--- src/rtl/tlb_maint_unit_pkg.sv ---
// Shared MMU types for the TLB maintenance unit: CSR snapshot, TLB entry layout,
// maintenance op encodings and the write request consumed by the translation mmu.
package tlb_maint_unit_pkg;

    localparam int         TLB_MAX_ENTRY = 64;
    localparam logic [5:0] ECODE_TLBR    = 6'h3f;

    typedef enum logic [2:0] {
        TLB_OP_SRCH = 3'd0,
        TLB_OP_RD   = 3'd1,
        TLB_OP_WR   = 3'd2,
        TLB_OP_FILL = 3'd3,
        TLB_OP_INV  = 3'd4
    } tlb_op_e;

    localparam logic [4:0] INVTLB_ALL0       = 5'd0;
    localparam logic [4:0] INVTLB_ALL1       = 5'd1;
    localparam logic [4:0] INVTLB_G1         = 5'd2;
    localparam logic [4:0] INVTLB_G0         = 5'd3;
    localparam logic [4:0] INVTLB_G0_ASID    = 5'd4;
    localparam logic [4:0] INVTLB_G0_ASID_VA = 5'd5;
    localparam logic [4:0] INVTLB_GASID_VA   = 5'd6;

    // Global-bit qualifier used by the match vector.
    typedef enum logic [1:0] {
        G_ANY     = 2'd0,
        G_ONE     = 2'd1,
        G_ZERO    = 2'd2,
        G_OR_ASID = 2'd3
    } g_sel_e;

    typedef struct packed {
        logic        ne;
        logic [5:0]  ps;
        logic [15:0] index;
    } tlbidx_t;

    typedef struct packed {
        logic [19:0] ppn;
        logic        g;
        logic [1:0]  mat;
        logic [1:0]  plv;
        logic        d;
        logic        v;
    } tlbelo_t;

    typedef struct packed {
        tlbidx_t     tlbidx;
        logic [31:0] tlbehi;
        tlbelo_t     tlbelo0;
        tlbelo_t     tlbelo1;
        logic [9:0]  asid;
        logic [5:0]  ecode;
    } csr_t;

    typedef struct packed {
        logic [18:0] vppn;
        logic        huge_page;
        logic [9:0]  asid;
        logic        g;
        logic        e;
    } tlb_key_t;

    typedef struct packed {
        logic [19:0] ppn;
        logic [1:0]  plv;
        logic [1:0]  mat;
        logic        d;
        logic        v;
    } tlb_value_t;

    typedef struct packed {
        tlb_key_t            key;
        tlb_value_t [1:0]    value;
    } tlb_entry_t;

    typedef struct packed {
        logic [TLB_MAX_ENTRY-1:0] tlb_write_req;
        tlb_entry_t               entry;
    } tlb_write_req_t;

    typedef struct packed {
        tlb_op_e     op;
        logic        hit;
        logic [5:0]  idx;
        tlb_entry_t  entry;
        logic        ine;
    } tlb_maint_resp_t;

    function automatic tlb_value_t elo_to_value(input tlbelo_t elo);
        tlb_value_t val;
        val.ppn = elo.ppn;
        val.plv = elo.plv;
        val.mat = elo.mat;
        val.d   = elo.d;
        val.v   = elo.v;
        return val;
    endfunction

endpackage

--- src/rtl/tlb_match_vec.sv ---
// Per-entry match vector over the TLB mirror, shared by TLBSRCH and INVTLB.
// Only valid entries (e=1) can match.
module tlb_match_vec
    import tlb_maint_unit_pkg::*;
#(
    parameter int N = 16
) (
    input  tlb_key_t    keys [N],
    input  logic [9:0]  asid,
    input  logic [18:0] vppn,
    input  logic        use_asid,
    input  logic        use_va,
    input  g_sel_e      g_sel,
    output logic [N-1:0] match
);

    always_comb begin
        match = '0;
        for (int i = 0; i < N; i++) begin
            logic asid_hit;
            logic va_hit;
            logic g_hit;
            asid_hit = (keys[i].asid == asid);
            // Huge pages only compare the upper 10 bits of the vppn.
            va_hit = keys[i].huge_page ? (keys[i].vppn[18:9] == vppn[18:9])
                                       : (keys[i].vppn == vppn);
            case (g_sel)
                G_ONE:     g_hit = keys[i].g & (~use_asid | asid_hit);
                G_ZERO:    g_hit = ~keys[i].g & (~use_asid | asid_hit);
                G_OR_ASID: g_hit = keys[i].g | asid_hit;
                default:   g_hit = ~use_asid | asid_hit;
            endcase
            match[i] = keys[i].e & g_hit & (~use_va | va_hit);
        end
    end

endmodule

--- src/rtl/tlb_maint_unit.sv ---
// LA32 TLB maintenance unit: runs SRCH/RD/WR/FILL/INV from commit, keeps the
// authoritative entry mirror and drives the mmu write port from the same strobe.
module tlb_maint_unit
    import tlb_maint_unit_pkg::*;
#(
    parameter int TLB_ENTRY_NUM = 16
) (
    input  logic            clk,
    input  logic            rst_n,
    input  logic            flush,
    input  logic            req_valid,
    output logic            req_ready,
    input  tlb_op_e         req_op,
    input  logic [4:0]      req_invop,
    input  logic [9:0]      req_asid,
    input  logic [31:0]     req_va,
    input  csr_t            csr,
    output logic            resp_valid,
    input  logic            resp_ready,
    output tlb_maint_resp_t resp_o,
    output tlb_write_req_t  tlb_write_req_o
);

    localparam int IDX_W = $clog2(TLB_ENTRY_NUM);

    typedef enum logic [1:0] {IDLE, EXEC, RESP} state_e;

    state_e           state, state_n;
    tlb_entry_t       mirror [TLB_ENTRY_NUM];
    tlb_key_t         keys   [TLB_ENTRY_NUM];
    logic [IDX_W-1:0] rand_q;

    tlb_op_e          op_q;
    logic [4:0]       invop_q;
    logic [9:0]       asid_q;
    logic [18:0]      va_vppn_q;
    csr_t             csr_q;

    logic             use_asid, use_va;
    g_sel_e           g_sel;
    logic [9:0]       m_asid;
    logic [18:0]      m_vppn;
    logic [TLB_ENTRY_NUM-1:0] match, wr_vec;
    logic             srch_hit, ine;
    logic [IDX_W-1:0] srch_idx, wr_idx, rd_idx, tgt_idx;
    tlb_entry_t       new_entry, wr_entry, rd_entry;
    tlb_maint_resp_t  resp_d;
    logic             accept;

    assign accept     = (state == IDLE) && req_valid && !flush;
    assign req_ready  = (state == IDLE);
    assign resp_valid = (state == RESP);
    assign wr_idx     = csr_q.tlbidx.index[IDX_W-1:0];
    assign rd_idx     = csr_q.tlbidx.index[IDX_W-1:0];

    logic unused_bits;
    assign unused_bits = ^{req_va[12:0], csr_q.tlbehi[12:0], csr_q.tlbidx.index[15:IDX_W]};

    always_ff @(posedge clk or negedge rst_n) begin
        if (!rst_n) state <= IDLE;
        else        state <= state_n;
    end

    always_comb begin
        state_n = state;
        case (state)
            IDLE:    if (accept) state_n = EXEC;
            EXEC:    state_n = RESP;
            RESP:    if (flush || resp_ready) state_n = IDLE;
            default: state_n = IDLE;
        endcase
    end

    // Request fields are plain data: captured on accept, no reset needed.
    always_ff @(posedge clk) begin
        if (accept) begin
            op_q      <= req_op;
            invop_q   <= req_invop;
            asid_q    <= req_asid;
            va_vppn_q <= req_va[31:13];
            csr_q     <= csr;
        end
    end

    always_ff @(posedge clk or negedge rst_n) begin
        if (!rst_n) rand_q <= '0;
        else        rand_q <= rand_q + IDX_W'(1);
    end

    always_comb begin
        for (int i = 0; i < TLB_ENTRY_NUM; i++) keys[i] = mirror[i].key;
    end

    always_comb begin
        use_asid = 1'b0;
        use_va   = 1'b1;
        g_sel    = G_OR_ASID;
        m_asid   = csr_q.asid;
        m_vppn   = csr_q.tlbehi[31:13];
        if (op_q == TLB_OP_INV) begin
            use_va = 1'b0;
            g_sel  = G_ANY;
            m_asid = asid_q;
            m_vppn = va_vppn_q;
            case (invop_q)
                INVTLB_G1:         g_sel = G_ONE;
                INVTLB_G0:         g_sel = G_ZERO;
                INVTLB_G0_ASID:    begin g_sel = G_ZERO; use_asid = 1'b1; end
                INVTLB_G0_ASID_VA: begin g_sel = G_ZERO; use_asid = 1'b1; use_va = 1'b1; end
                INVTLB_GASID_VA:   begin g_sel = G_OR_ASID; use_va = 1'b1; end
                default:           ;
            endcase
        end
    end

    tlb_match_vec #(.N(TLB_ENTRY_NUM)) u_match (
        .keys     (keys),
        .asid     (m_asid),
        .vppn     (m_vppn),
        .use_asid (use_asid),
        .use_va   (use_va),
        .g_sel    (g_sel),
        .match    (match)
    );

    // Scan from the top so the lowest matching index is left standing.
    always_comb begin
        srch_hit = |match;
        srch_idx = '0;
        for (int i = TLB_ENTRY_NUM - 1; i >= 0; i--) begin
            if (match[i]) srch_idx = IDX_W'(i);
        end
    end

    always_comb begin
        new_entry               = '0;
        new_entry.key.vppn      = csr_q.tlbehi[31:13];
        new_entry.key.huge_page = (csr_q.tlbidx.ps == 6'd21);
        new_entry.key.asid      = csr_q.asid;
        new_entry.key.g         = csr_q.tlbelo0.g & csr_q.tlbelo1.g;
        new_entry.key.e         = (csr_q.ecode == ECODE_TLBR) ? 1'b1 : ~csr_q.tlbidx.ne;
        new_entry.value[0]      = elo_to_value(csr_q.tlbelo0);
        new_entry.value[1]      = elo_to_value(csr_q.tlbelo1);
    end

    always_comb begin
        rd_entry = mirror[rd_idx];
        if (!rd_entry.key.e) rd_entry = '0;
    end

    always_comb begin
        wr_vec   = '0;
        wr_entry = '0;
        tgt_idx  = '0;
        ine      = 1'b0;
        case (op_q)
            TLB_OP_WR: begin
                tgt_idx         = wr_idx;
                wr_vec[wr_idx]  = 1'b1;
                wr_entry        = new_entry;
            end
            TLB_OP_FILL: begin
                tgt_idx         = rand_q;
                wr_vec[rand_q]  = 1'b1;
                wr_entry        = new_entry;
            end
            TLB_OP_INV: begin
                if (invop_q <= INVTLB_GASID_VA)
                    wr_vec = (invop_q <= INVTLB_ALL1) ? '1 : match;
                else
                    ine = 1'b1;
            end
            default: ;
        endcase
    end

    // The strobe exists only in EXEC, so an async reset kills it at once.
    always_comb begin
        tlb_write_req_o                                  = '0;
        tlb_write_req_o.entry                            = wr_entry;
        if (state == EXEC)
            tlb_write_req_o.tlb_write_req[TLB_ENTRY_NUM-1:0] = wr_vec;
    end

    always_ff @(posedge clk or negedge rst_n) begin
        if (!rst_n) begin
            for (int i = 0; i < TLB_ENTRY_NUM; i++) mirror[i] <= '0;
        end else if (state == EXEC) begin
            for (int i = 0; i < TLB_ENTRY_NUM; i++)
                if (wr_vec[i]) mirror[i] <= wr_entry;
        end
    end

    always_comb begin
        resp_d     = '0;
        resp_d.op  = op_q;
        resp_d.ine = ine;
        case (op_q)
            TLB_OP_SRCH: begin
                resp_d.hit             = srch_hit;
                resp_d.idx[IDX_W-1:0]  = srch_idx;
            end
            TLB_OP_RD: begin
                resp_d.hit             = rd_entry.key.e;
                resp_d.idx[IDX_W-1:0]  = rd_idx;
                resp_d.entry           = rd_entry;
            end
            TLB_OP_WR, TLB_OP_FILL: begin
                resp_d.idx[IDX_W-1:0]  = tgt_idx;
                resp_d.entry           = new_entry;
            end
            default: ;
        endcase
    end

    always_ff @(posedge clk or negedge rst_n) begin
        if (!rst_n)             resp_o <= '0;
        else if (state == EXEC) resp_o <= resp_d;
    end

endmodule

--- config.mk ---
export PLATFORM = sky130hd
export DESIGN_NAME = tlb_maint_unit
export DESIGN_NICKNAME = d
export VERILOG_FILES = /design/src/rtl/tlb_maint_unit_pkg.sv /design/src/rtl/tlb_match_vec.sv /design/src/rtl/tlb_maint_unit.sv
export SDC_FILE = /design/constraint.sdc
export NUM_CORES = 2
export LEC_CHECK = 0
export CAP_MARGIN = 20
export CORE_ASPECT_RATIO = 0.7
export CORE_MARGIN = 2
export CORE_UTILIZATION = 45
export DETAILED_ROUTE_END_ITERATION = 16
export PLACE_DENSITY = 0.75
export SYNTH_ARGS = -nofsm -noshare
export SYNTH_HDL_FRONTEND = slang
export SYNTH_HIERARCHICAL = 1
export SYNTH_SLANG_ARGS = --single-unit
--- constraint.sdc ---
create_clock -name clk -period 37.2 [get_ports clk]
set_input_delay 5.58 -clock clk [delete_from_list [all_inputs] [get_ports clk]]
set_output_delay 5.58 -clock clk [all_outputs]
set_load 0.01 [all_outputs]
==> results.json <==
{
  "outcome": "completed",
  "tightestPinTransition_ns": 1.224,
  "areaGrowthSynthToFinish_pct": 13.48,
  "drive_gt1_share_pct": 11.63,
  "powerDensity_mw_per_mm2": 45.59,
  "ir_drop_mv": 0.04165,
  "clock_skew_ns": 0.03556,
  "setup_viol": 0,
  "start_util_pct": 45.28,
  "worst_setup_path_end_kind": "primary output",
  "fillers": 14060,
  "period_minus_slack_ns": 12.42,
  "synth_edf_count": 137,
  "drv_slew": 0,
  "clk_pin_slew_worst_paths_ns": 0.06,
  "p_total_w": 0.003819,
  "post_cts_resized": 0,
  "pin_count": 425,
  "rsz0062_at_grt": "false",
  "seq_area_mm2": 0.04022,
  "ys_types": 61,
  "placementRows": 124,
  "clk_path_buf_depth": 3,
  "hp-start": "mirror[341]$_DFFE_PN0P_",
  "ys_ff_latch": 1580,
  "synth_area_mm2": 0.07383,
  "vias_per_cell": 5.827,
  "path_class": "reg -> out",
  "final_hold_viol_count": 0,
  "vias": 53400,
  "tritoncts": "built",
  "worstSetupStartpointType": "flop",
  "r2r_slack_ns": 30.59,
  "seq_area_frac_synth_pct": 54.48,
  "syn_avg_cell_area_um2": 10.83,
  "synth-async-reset-ratio_pct": 91.33,
  "grt.overflow.total": 0,
  "rr_worst_depth": 15,
  "first_global_vias": 52610,
  "tns_ns": 0,
  "hold_slack_ns": 0.4744,
  "worstHoldEndpoint": "mirror[341]$_DFFE_PN0P_",
  "stdcell_area_mm2": 0.08378,
  "fmax_mhz": 80.49,
  "wl_per_cell_um": 23.95,
  "antenna_found_initial": 8,
  "reg2reg_to": "mirror[432]$_DFFE_PN0P_",
  "totalWireLength_um": 219500,
  "htree_levels": 4,
  "drtIter0Drc": 5658,
  "multiInputGateArea_mm2": 0.03048,
  "die-area_mm2": 0.1674,
  "crit_fanout": 43,
  "die_h_um": 342.9,
  "r2r_start": "op_q[0]$_DFFE_PP_",
  "hold_class": "reg -> reg",
  "yosys_most_used_dff": "dfrtp_1",
  "grt_pass1_wl_um": 335900,
  "mostFrequentLayoutCells": "1573 x nand2_1, 1443 x dfrtp_1, 1342 x o21ai_0, 415 x mux4_2, 393 x xnor2_1",
  "drv_cap": 0,
  "nets": 7017,
  "arrival_ns": 6.84,
  "cts_setup_buffers": 0,
  "cts_hold_buf": 0,
  "drc": 0,
  "cts_buffers": 155,
  "layout_commonest_cell": "nand2_1",
  "min_path_cells": 2,
  "final_util_pct": 51.38,
  "cts-root-buf": "clkbuf_16",
  "cellLeakagePower_nw": 34.70,
  "cp_data_required_time_ns": 31.62,
  "first_pass_iters": 6,
  "synthCells": 6818,
  "clock-sinks": 1580,
  "die_w_um": 488.1,
  "dpl_cell_area_mm2": 0.07820,
  "yosysWarnings": 6,
  "core-area_mm2": 0.1631,
  "slew_headroom_pct": 18.39,
  "finalCritPeriodShare_pct": 33.40,
  "insertion_delay_ns": 0.82,
  "dp_hpwl_um": 136000,
  "gr-usage-all-layers_pct": 26.41,
  "gp_congestion": 0.9345,
  "io_buffers": 336,
  "postRouteAntennaNets": 0,
  "grt_max_degree": 178
}
-- registers in the layout, summed over array words and instances (netlist names) --
register and flops:
state 2, csr_q 100, asid_q 10, rand_q 4, mirror 832, va_vppn_q 19
keys 512, invop_q 5, resp_o 93, op_q 3
-- per-layer routing --
metal  vias up  wire (um)  track usage, %
met2      2389      96310           38.24
met3       368      20840           6.332
met4         4       6320           8.172
li1      23480          -               -
met1     27160      96010           39.39
met5         -         33               0
-- per-stage QoR --
step | worst slack [ns] | std cells
floorplan | 16.39 | 6867
global placement | 25.81 | 8871
detailed placement | 25.83 | 8871
CTS | 24.95 | 9156
finish | 24.78 | 9164
global route | 24.65 | 9163
-- how the worst max path moves through the flow --
stage,to,depth (start not counted),startpoint,slack [ns]
after global placement,tlb_write_req_o[91],14,op_q[2]$_DFFE_PP_,25.81
after floorplan,asid_q[0]$_DFFE_PP_,1,flush,16.39
final,tlb_write_req_o[91],14,op_q[2]$_DFFE_PP_,24.78
after detailed placement,tlb_write_req_o[91],14,op_q[2]$_DFFE_PP_,25.83
after global routing,tlb_write_req_o[91],14,op_q[2]$_DFFE_PP_,24.65
after CTS,tlb_write_req_o[91],14,op_q[2]$_DFFE_PP_,24.95
-- synth_stat cells, types with 3 or more instances --
library cell	number	area (um^2)
nand2b_1	87	544.3
ha_1	7	87.58
clkbuf_1	294	1104
nor4_1	55	344.1
a31o_2	16	140.1
nor2_1	100	375.4
nand3_1	41	205.2
dfrtp_1	1443	36110
nand4_1	80	500.5
nand2_1	1573	5904
xnor2_1	393	3442
xor2_1	91	797.0
nor2b_1	7	43.79
a21o_1	3	22.52
buf_4	68	510.5
o21ai_1	57	285.3
a31oi_1	85	531.8
a21oi_1	69	345.3
o21ai_0	1343	6721
nor4b_1	3	26.28
nor3_1	7	35.03
mux2i_1	5	50.05
edfxtp_1	137	4114
buf_1	10	37.54
buf_2	263	1316
buf_6	7	78.83
inv_1	115	431.7
and3b_1	3	26.28
mux4_2	415	9346
-- logic make-up after synthesis --
family,Yosys count,share of synthesized area [%]
adders and majority gates,7,0.1186
muxes,422,12.76
AOI/OAI and AO/OA,1594,11.15
and+or+nand+nor,1970,11.00
xor gates and xnor gates,485,5.764
DFF,1580,54.48
buffers and inverters,759,4.723
other,1,0.005079
-- power by group --
part | switching [W] | internal (W)
registers | 0.0000327 | 0.00179
clock network | 0.000702 | 0.000976
logic | 0.000188 | 0.000135
-- critical path, cell delays in order (launching register included) --
cell and delay, ns:
edfxtp_1 0.73, nor3b_4 0.29, buf_4 0.47, o41ai_1 0.30, inv_1 0.15, ha_1 0.61, or2_1 0.55, a21oi_1 0.18
nor4_1 0.57, a21oi_1 0.20, a21oi_1 0.49, o21ai_0 0.25, a31o_4 0.52, inv_1 0.13, clkdlybuf4s50_1 0.55
-- final cells by class --
| cell class | instances | share of cell area, % |
|---|---|---|
| tap | 2205 | 3.293 |
| clock inverter | 53 | 0.7572 |
| inverter | 116 | 0.5257 |
| clock buffer | 232 | 5.712 |
| multi-input combinational | 4528 | 36.38 |
| sequential | 1580 | 48.01 |
| antenna | 1 | 0.002987 |
| timing repair buffer | 449 | 5.314 |
No activity file was read; power rests on OpenSTA's default activity.
